## config.mk

```make
export PLATFORM = sky130hd
export DESIGN_NAME = regfile_sb_flat
export DESIGN_NICKNAME = d
export VERILOG_FILES = /design/src/rtl/regfile_sb_if.sv /design/src/rtl/regfile_sb.sv /design/src/flat_wrapper.sv
export SDC_FILE = /design/constraint.sdc
export NUM_CORES = 2
export LEC_CHECK = 0
export CAP_MARGIN = 20
export CELL_PAD_IN_SITES_DETAIL_PLACEMENT = 0
export CELL_PAD_IN_SITES_GLOBAL_PLACEMENT = 1
export CORE_MARGIN = 2
export CORE_UTILIZATION = 57
export DETAILED_ROUTE_END_ITERATION = 12
export PLACE_DENSITY = 0.86
export REMOVE_ABC_BUFFERS = 1
export SLEW_MARGIN = 20
export SYNTH_ARGS = -nofsm -noshare
export SYNTH_HDL_FRONTEND = slang
export SYNTH_SLANG_ARGS = --single-unit
```

## constraint.sdc

```tcl
create_clock -name clk -period 14.4 [get_ports clk]
set_input_delay 4.32 -clock clk [delete_from_list [all_inputs] [get_ports clk]]
set_output_delay 4.32 -clock clk [all_outputs]
set_load 0.01 [all_outputs]
```

## src/rtl/regfile_sb_if.sv

```systemverilog
// Register file bus: read ports, writeback port and issue/reservation handshake.
interface regfile_sb_if #(
  parameter int XLEN  = 32,
  parameter int AW    = 5,
  parameter int NREAD = 2
);
  logic [NREAD*AW-1:0]   ra;
  logic [NREAD*XLEN-1:0] rd;
  logic [NREAD-1:0]      rd_busy;
  logic                  we;
  logic [AW-1:0]         wa;
  logic [XLEN-1:0]       wd;
  logic                  issue_valid;
  logic [AW-1:0]         issue_rd;
  logic                  issue_ready;
  logic [AW:0]           busy_count;

  // Decode/writeback side
  modport master (
    output ra, we, wa, wd, issue_valid, issue_rd,
    input  rd, rd_busy, issue_ready, busy_count
  );

  // Register file side
  modport slave (
    input  ra, we, wa, wd, issue_valid, issue_rd,
    output rd, rd_busy, issue_ready, busy_count
  );
endinterface

```

## src/rtl/regfile_sb.sv

```systemverilog
// Parametrised register file with x0 hardwired to zero, optional write-to-read
// bypass, and a per-register busy scoreboard reserved through an issue handshake.
module regfile_sb #(
  parameter int XLEN   = 32,
  parameter int AW     = 5,
  parameter int NREAD  = 2,
  parameter int BYPASS = 1
) (
  input logic         clk,
  input logic         rst,
  regfile_sb_if.slave bus
);
  localparam int NREG = 2 ** AW;

  logic [XLEN-1:0]       regs_q [NREG];
  logic [NREG-1:0]       busy_q, busy_d;
  logic [AW:0]           busy_count_q, busy_count_d;

  logic                  wr_en;
  logic                  iss_ready;
  logic                  iss_acc;
  logic                  cnt_inc, cnt_dec;
  logic [NREAD*XLEN-1:0] rd_d;
  logic [NREAD-1:0]      rd_busy_d;

  assign wr_en     = bus.we && !rst && (bus.wa != '0);
  assign iss_ready = !rst && ((bus.issue_rd == '0) || !busy_q[bus.issue_rd] ||
                              (bus.we && (bus.wa == bus.issue_rd)));
  // Accepting x0 is a pure handshake; it never reserves anything.
  assign iss_acc   = bus.issue_valid && iss_ready && (bus.issue_rd != '0);

  // Next busy vector: write clears first, then an accepted issue re-sets (reservation wins).
  always_comb begin
    busy_d = busy_q;
    if (wr_en)   busy_d[bus.wa]       = 1'b0;
    if (iss_acc) busy_d[bus.issue_rd] = 1'b1;
    busy_d[0] = 1'b0;
  end

  // Busy counter tracks popcount incrementally; a clear+set on one register cancels out.
  always_comb begin
    cnt_inc = iss_acc && !busy_q[bus.issue_rd];
    cnt_dec = wr_en && busy_q[bus.wa] && !(iss_acc && (bus.issue_rd == bus.wa));
    busy_count_d = busy_count_q;
    if (cnt_inc && !cnt_dec)      busy_count_d = busy_count_q + 1'b1;
    else if (cnt_dec && !cnt_inc) busy_count_d = busy_count_q - 1'b1;
  end

  // Combinational read ports with optional same-cycle writeback bypass.
  always_comb begin
    logic [AW-1:0] a;
    rd_d      = '0;
    rd_busy_d = '0;
    a         = '0;
    for (int unsigned p = 0; p < NREAD; p++) begin
      a = bus.ra[p*AW +: AW];
      if (a == '0) begin
        rd_d[p*XLEN +: XLEN] = '0;
        rd_busy_d[p]         = 1'b0;
      end else if ((BYPASS != 0) && wr_en && (bus.wa == a)) begin
        rd_d[p*XLEN +: XLEN] = bus.wd;
        rd_busy_d[p]         = iss_acc && (bus.issue_rd == a);
      end else begin
        rd_d[p*XLEN +: XLEN] = regs_q[a];
        rd_busy_d[p]         = busy_q[a];
      end
    end
  end

  // Array, scoreboard and counter state with synchronous reset.
  always_ff @(posedge clk) begin
    if (rst) begin
      for (int unsigned i = 0; i < NREG; i++) regs_q[i] <= '0;
      busy_q       <= '0;
      busy_count_q <= '0;
    end else begin
      if (wr_en) regs_q[bus.wa] <= bus.wd;
      busy_q       <= busy_d;
      busy_count_q <= busy_count_d;
    end
  end

  assign bus.rd          = rd_d;
  assign bus.rd_busy     = rd_busy_d;
  assign bus.issue_ready = iss_ready;
  assign bus.busy_count  = busy_count_q;
endmodule

```

## src/flat_wrapper.sv

```systemverilog
// flat-port wrapper written by rule: the top's interface ports become plain ports
module regfile_sb_flat 
#(
  parameter int XLEN   = 32,
  parameter int AW     = 5,
  parameter int NREAD  = 2,
  parameter int BYPASS = 1
)
  (clk, rst, bus_ra, bus_we, bus_wa, bus_wd, bus_issue_valid, bus_issue_rd, bus_rd, bus_rd_busy, bus_issue_ready, bus_busy_count);
  regfile_sb_if #(.XLEN(XLEN), .AW(AW), .NREAD(NREAD)) bus_i ();
  input logic clk;
  input logic rst;
  input wire logic [$bits(bus_i.ra)-1:0] bus_ra;
  input wire logic [$bits(bus_i.we)-1:0] bus_we;
  input wire logic [$bits(bus_i.wa)-1:0] bus_wa;
  input wire logic [$bits(bus_i.wd)-1:0] bus_wd;
  input wire logic [$bits(bus_i.issue_valid)-1:0] bus_issue_valid;
  input wire logic [$bits(bus_i.issue_rd)-1:0] bus_issue_rd;
  output wire logic [$bits(bus_i.rd)-1:0] bus_rd;
  output wire logic [$bits(bus_i.rd_busy)-1:0] bus_rd_busy;
  output wire logic [$bits(bus_i.issue_ready)-1:0] bus_issue_ready;
  output wire logic [$bits(bus_i.busy_count)-1:0] bus_busy_count;
  assign bus_i.ra = bus_ra;
  assign bus_i.we = bus_we;
  assign bus_i.wa = bus_wa;
  assign bus_i.wd = bus_wd;
  assign bus_i.issue_valid = bus_issue_valid;
  assign bus_i.issue_rd = bus_issue_rd;
  assign bus_rd = bus_i.rd;
  assign bus_rd_busy = bus_i.rd_busy;
  assign bus_issue_ready = bus_i.issue_ready;
  assign bus_busy_count = bus_i.busy_count;
  regfile_sb #(.XLEN(XLEN), .AW(AW), .NREAD(NREAD), .BYPASS(BYPASS)) u_core (.clk(clk), .rst(rst), .bus(bus_i));
endmodule
```

=== Word-level counts from Yosys, hierarchy flattened ===
Memories as Yosys holds them, arrays and structs flattened.
Cells that the tools add are included.

* Register bits: 38
* Bits in writable memories: 1,024
* Output and inout port bits: 73
* Word-level logic and storage cells: 85
* Memories kept: 1

* $add $sub $neg: 2
* $lt $le $gt $ge: 6
* Equality and inequality tests: 6
* Mux-type cells: 32
* Bitwise operators: 3
* Reductions and logical operators: 32

{| class="wikitable"
|+ Memory list
! memory !! words !! width !! read ports !! clocked after Yosys merged registers in !! write ports !! line !! RTL
|-
| u_core.regs_q || 32 || 32 || 2 || 0 || 32 || regfile_sb.sv:15 || <nowiki>logic [XLEN-1:0] regs_q [NREG];</nowiki>
|}

{| class="wikitable"
|+ Operator list
! cell !! number
|-
| $mux W32 || 7
|-
| $and A32 B32 Y32 || 1
|-
| $not A32 Y32 || 1
|-
| $or A32 B32 Y32 || 1
|-
| $reduce_or A32 Y1 || 1
|-
| $eq A5 B5 Y1 || 6
|-
| $lt A5 B6 Y1 const B || 4
|-
| $bmux W1 S5 || 4
|-
| $logic_and A1 B1 Y1 || 18
|-
| $mux W1 || 16
|-
| $logic_not A5 Y1 || 3
|-
| $mux W6 || 2
|-
| $demux W1 S5 || 2
|-
| $ge A5 B1 Y1 const B || 2
|-
| $reduce_bool A5 Y1 || 2
|-
| $add A6 B1 Y6 const B || 1
|-
| $sub A6 B1 Y6 const B || 1
|-
| $logic_not A1 Y1 || 5
|-
| $mux W5 || 1
|-
| $logic_or A1 B1 Y1 || 2
|-
| $reduce_bool A2 Y1 || 1
|}

=== Longest topological paths before layout ===
* Word-level depth: 14
* Mapped depth: 17
* Gate-level depth less buffers: 15

=== Least setup slack after synthesis ===
OpenSTA, ideal clock, no wires.

* Path type: input port to output port
* From: input port bus_ra[5]
* To: output port bus_rd[47]
* Data arrival time: 6.277 ns
* Setup slack: 3.803 ns
* Cell stages on the path: 6
* Path through: buf_2 clkbuf_1 mux4_2 mux4_2 a32oi_1 a21oi_1

* Cells in the longest elaborated chain, start to end: 4
* Elaborated cells on any way between the ends: 6
* Those cells by class: eq/ne (1); mux (2); reduce/logical (2); memory (1)

{| class="wikitable"
|+ RTL lines
! what !! line !! RTL
|-
| start, declared || flat_wrapper.sv:13 || <nowiki>input wire logic [$bits(bus_i.ra)-1:0] bus_ra;</nowiki>
|-
| parallel branches: the longest is 3 deep, another holds $mem_v2 Z32 W32 || - ||
|-
| $mux W32 (*) || regfile_sb.sv:57 || <nowiki>if (a == '0) begin</nowiki>
|-
| end, declared || flat_wrapper.sv:19 || <nowiki>output wire logic [$bits(bus_i.rd)-1:0] bus_rd;</nowiki>
|}

Mark *: on every way between the ends.

=== Worst setup path after layout ===
* From: input port bus_wa[2]
* To: output port bus_rd[8]

* Cells in the longest elaborated chain, start to end: 5
* Elaborated cells on any way between the ends: 6
* Those cells by class: eq/ne (1); mux (2); reduce/logical (3)

{| class="wikitable"
|+ RTL lines
! what !! line !! RTL
|-
| start, declared || flat_wrapper.sv:15 || <nowiki>input wire logic [$bits(bus_i.wa)-1:0] bus_wa;</nowiki>
|-
| $reduce_bool A5 Y1 || regfile_sb.sv:26 || <nowiki>assign wr_en = bus.we && !rst && (bus.wa != '0);</nowiki>
|-
| $logic_and A1 B1 Y1 || regfile_sb.sv:26 ||
|-
| $logic_and A1 B1 Y1 (*) || regfile_sb.sv:60 || <nowiki>end else if ((BYPASS != 0) && wr_en && (bus.wa == a)) begin</nowiki>
|-
| $mux W32 (*) || regfile_sb.sv:60 ||
|-
| $mux W32 (*) || regfile_sb.sv:57 ||
|}

Mark *: on every way between the ends. The rest lies on a longest branch, timed or not.

==> results.md <==
- Max Freq: 0.0792 GHz
- Root Buffer Master: clkbuf_16
- Vias/cell: 7.11
- Antenna-violating nets left: 0
- Tcrit/Tclk final: 87.7%
- Leak Pwr: 22.1 nW
- IO buf count: 128
- CP Launch Type: input pin
- Synth Cell Area: 0.0580 sq mm
- Post CTS Setup Buffer Count: 0
- Final Max Slew Viols: 0
- Worst-path clk slew: 0.06 ns
- Critical path peak fanout: 48
- First-pass GRT wire length: 276000 um
- Mean Syn Cell Area: 14.5 sq um
- Chip width: 323 um
- Cell Rows: 116
- Tightest Hold Check Type: flip-flop to flip-flop
- TritonCTS buffer count: 112
- Overflow after GRT: 0
- Final hold violation count: 0
- Max VDD drop: 0.0000975 V
- Ys async rst share: 0%
- Pwr dens: 118 mW/mm^2
- Avg WL per Cell: 35.9 um
- RSZ-0062 raised after global routing: no
- Req. time, crit path: 10.08 ns
- Worst path arrival time: 8.31 ns
- Largest net degree at the start of global routing: 74
- Cell family with most CP delay: buffers and inverters
- Commonest cells post-synth: edfxtp_1, and2_1, mux4_2
- DR iter-0 viols: 6210
- Gr usage total: 37.8%
- Seq cells post-synth: 1061
- Full die area: 0.104 sq mm
- Area leader, netlist: edfxtp_1
- Post-cts sizing count: 0
- DP Area: 0.0607 sq mm
- Worst rel slew slack: 25.0%
- Post-synth top flop: edfxtp_1
- Slowest CP cell: o21ai_0
- H-tree levels: 3
- Finished Core Util: 64.1%
- Die H: 323 um
- CP cell instances: clkdlybuf4s50_1 -> or3_1 -> o31ai_2 -> nor3_2 -> buf_4 -> o21ai_0 -> clkdlybuf4s50_1
- Worst-margin pin slew: 1.12 ns
- Total power: 7.58 mW
- Ys Warns: 0
- Final nets: 4056
- Final worst slack: 1.77 ns
- Count leader, synth: edfxtp_1
- Vias in the first global route: 38300
- Distinct cells, synth: 67
- Drt pass-1 iters: 6
- DP HPWL: 112000 um
- Post-route cell area: 0.0644 sq mm
- Antenna violations before repair: 17
- CTS tree: built
- Critical Path Sink Type: primary output
- Status: finished, final reports clean
- Area grow syn2layout: 11.0%
- Post-route DRC violation count: 0
- Dpl ws: 1.85 ns
- Via count: 38800
- Worst skew pair latency: 0.70 ns
- Post-synthesis sequential area ratio: 54.3%
- Starting Density: 57.7%
- Synth top area share: 53.0%
- CP most frequent cell: clkdlybuf4s50_1
- Number of synthesized flops with an enable pin: 1024
- Share of cells above drive strength 1: 22.5%
- Core area: 0.100 sq mm
- Routability congestion estimate: 0.884
- Worst path bufs/invs: 3
- Final setup violation count: 0
- Ports: 129
- Fillers: 7163
- Clk sinks: 1061
- Hold Buf Count CTS: 0
- Clock skew: 0.00575 ns
- Area contributors post-synth: edfxtp_1, mux4_2, and2_1, mux2i_1, clkbuf_1
- Clk buf depth: 3
- Min Clock Period, post-route: 12.63 ns
- Max cap viols: 0
- Routed WL: 196000 um
- Crit-path max cell delay: 0.90 ns
- Type of the worst setup path: input pin to primary output
- Cells after Synth: 4011
- Setup tns final: 0 ns
worst reg2reg max path, cell delays in order (launching register included):
cell,delay (ns)
dfxtp_1,0.37
mux4_1,0.53
nor2b_1,0.17
a311o_1,0.39
o211ai_4,0.37
nand4_1,0.16
nand3b_1,0.17
ha_1,0.27
inv_1,0.15
ha_1,0.29
a21o_1,0.18
a21o_1,0.22
a211o_1,0.30
o211ai_1,0.12
xnor2_1,0.14
nor2_1,0.05
worst paths after layout:
kind / start / end / slack, ns / cells past startpoint
setup / recovery: bus_wa[2] / bus_rd[8] / 1.77 / 7
hold / removal: u_core.bus.busy_count[3] / u_core.bus.busy_count[3] / 0.50 / 2
setup reg to reg: u_core.busy_q[21] / u_core.bus.busy_count[5] / 10.38 / 15
hold reg to reg: u_core.bus.busy_count[3] / u_core.bus.busy_count[3] / 0.50 / 2
power breakdown:
| part | total, mW | switching (mW) | internal, mW |
|---|---|---|---|
| Sequential | 3.64 | 0.0863 | 3.55 |
| Clock | 2.92 | 1.25 | 1.67 |
| Combinational | 1.02 | 0.586 | 0.431 |
placed cells by master (no fill, tap or decap), drive strengths merged, types with 15 or more instances in the layout:
master / count
nor2b: 22
nand3: 26
nand2: 168
conb: 32
buf: 155
o21ai: 64
edfxtp: 1024
a221oi: 44
a221o: 16
xnor2: 15
inv: 47
xor2: 15
a32oi: 35
dfxtp: 37
a22oi: 30
clkdlybuf4s50: 114
clkbuf: 140
nor2: 89
or2: 31
a31oi: 19
nor3: 69
a21oi: 56
and2: 934
mux2i: 190
o22ai: 38
mux4: 531
clkinv: 55
layout make-up:
class	count	area, sq um	share of cell area [%]
tap	1357	1700	2.64
timing repair buffer	269	2480	3.85
antenna	3	7.51	0.0117
multi-input combinational	2504	24900	38.7
sequential	1061	31500	48.9
inverter	46	175	0.272
clock buffer	140	2980	4.63
clock inverter	68	657	1.02
flip-flops by register name (all words and copies together), names as in the netlist:
name                   cells
u_core.busy_q             31
u_core.regs_q           1024
u_core.bus.busy_count      6
cells by family after synthesis:
kind of cell / share of synthesized area (%)
compound gates: 4.05
xor+xnor: 0.453
fa+ha+maj: 0.142
buf+inv: 3.44
flops: 54.3
mux: 24.0
other cells: 0.00647
simple gates: 13.6
routing by layer:
| metal | GRT usage [%] | routed length [um] | up-vias |
|---|---|---|---|
| met5 | 0 | 41 | - |
| met4 | 18.6 | 11000 | 6 |
| met3 | 10.2 | 27400 | 638 |
| met2 | 58.0 | 89500 | 3189 |
| met1 | 50.4 | 67800 | 19600 |
| li1 | - | - | 15300 |
metrics by stage:
stage                     hold WS (ns)  cells
after detailed placement         0.485   5237
after floorplan                  0.477   3611
after global routing             0.513   5445
final                            0.496   5448
after global placement           0.475   5237
after CTS                        0.495   5445
No activity file was read; power rests on OpenSTA's default activity.
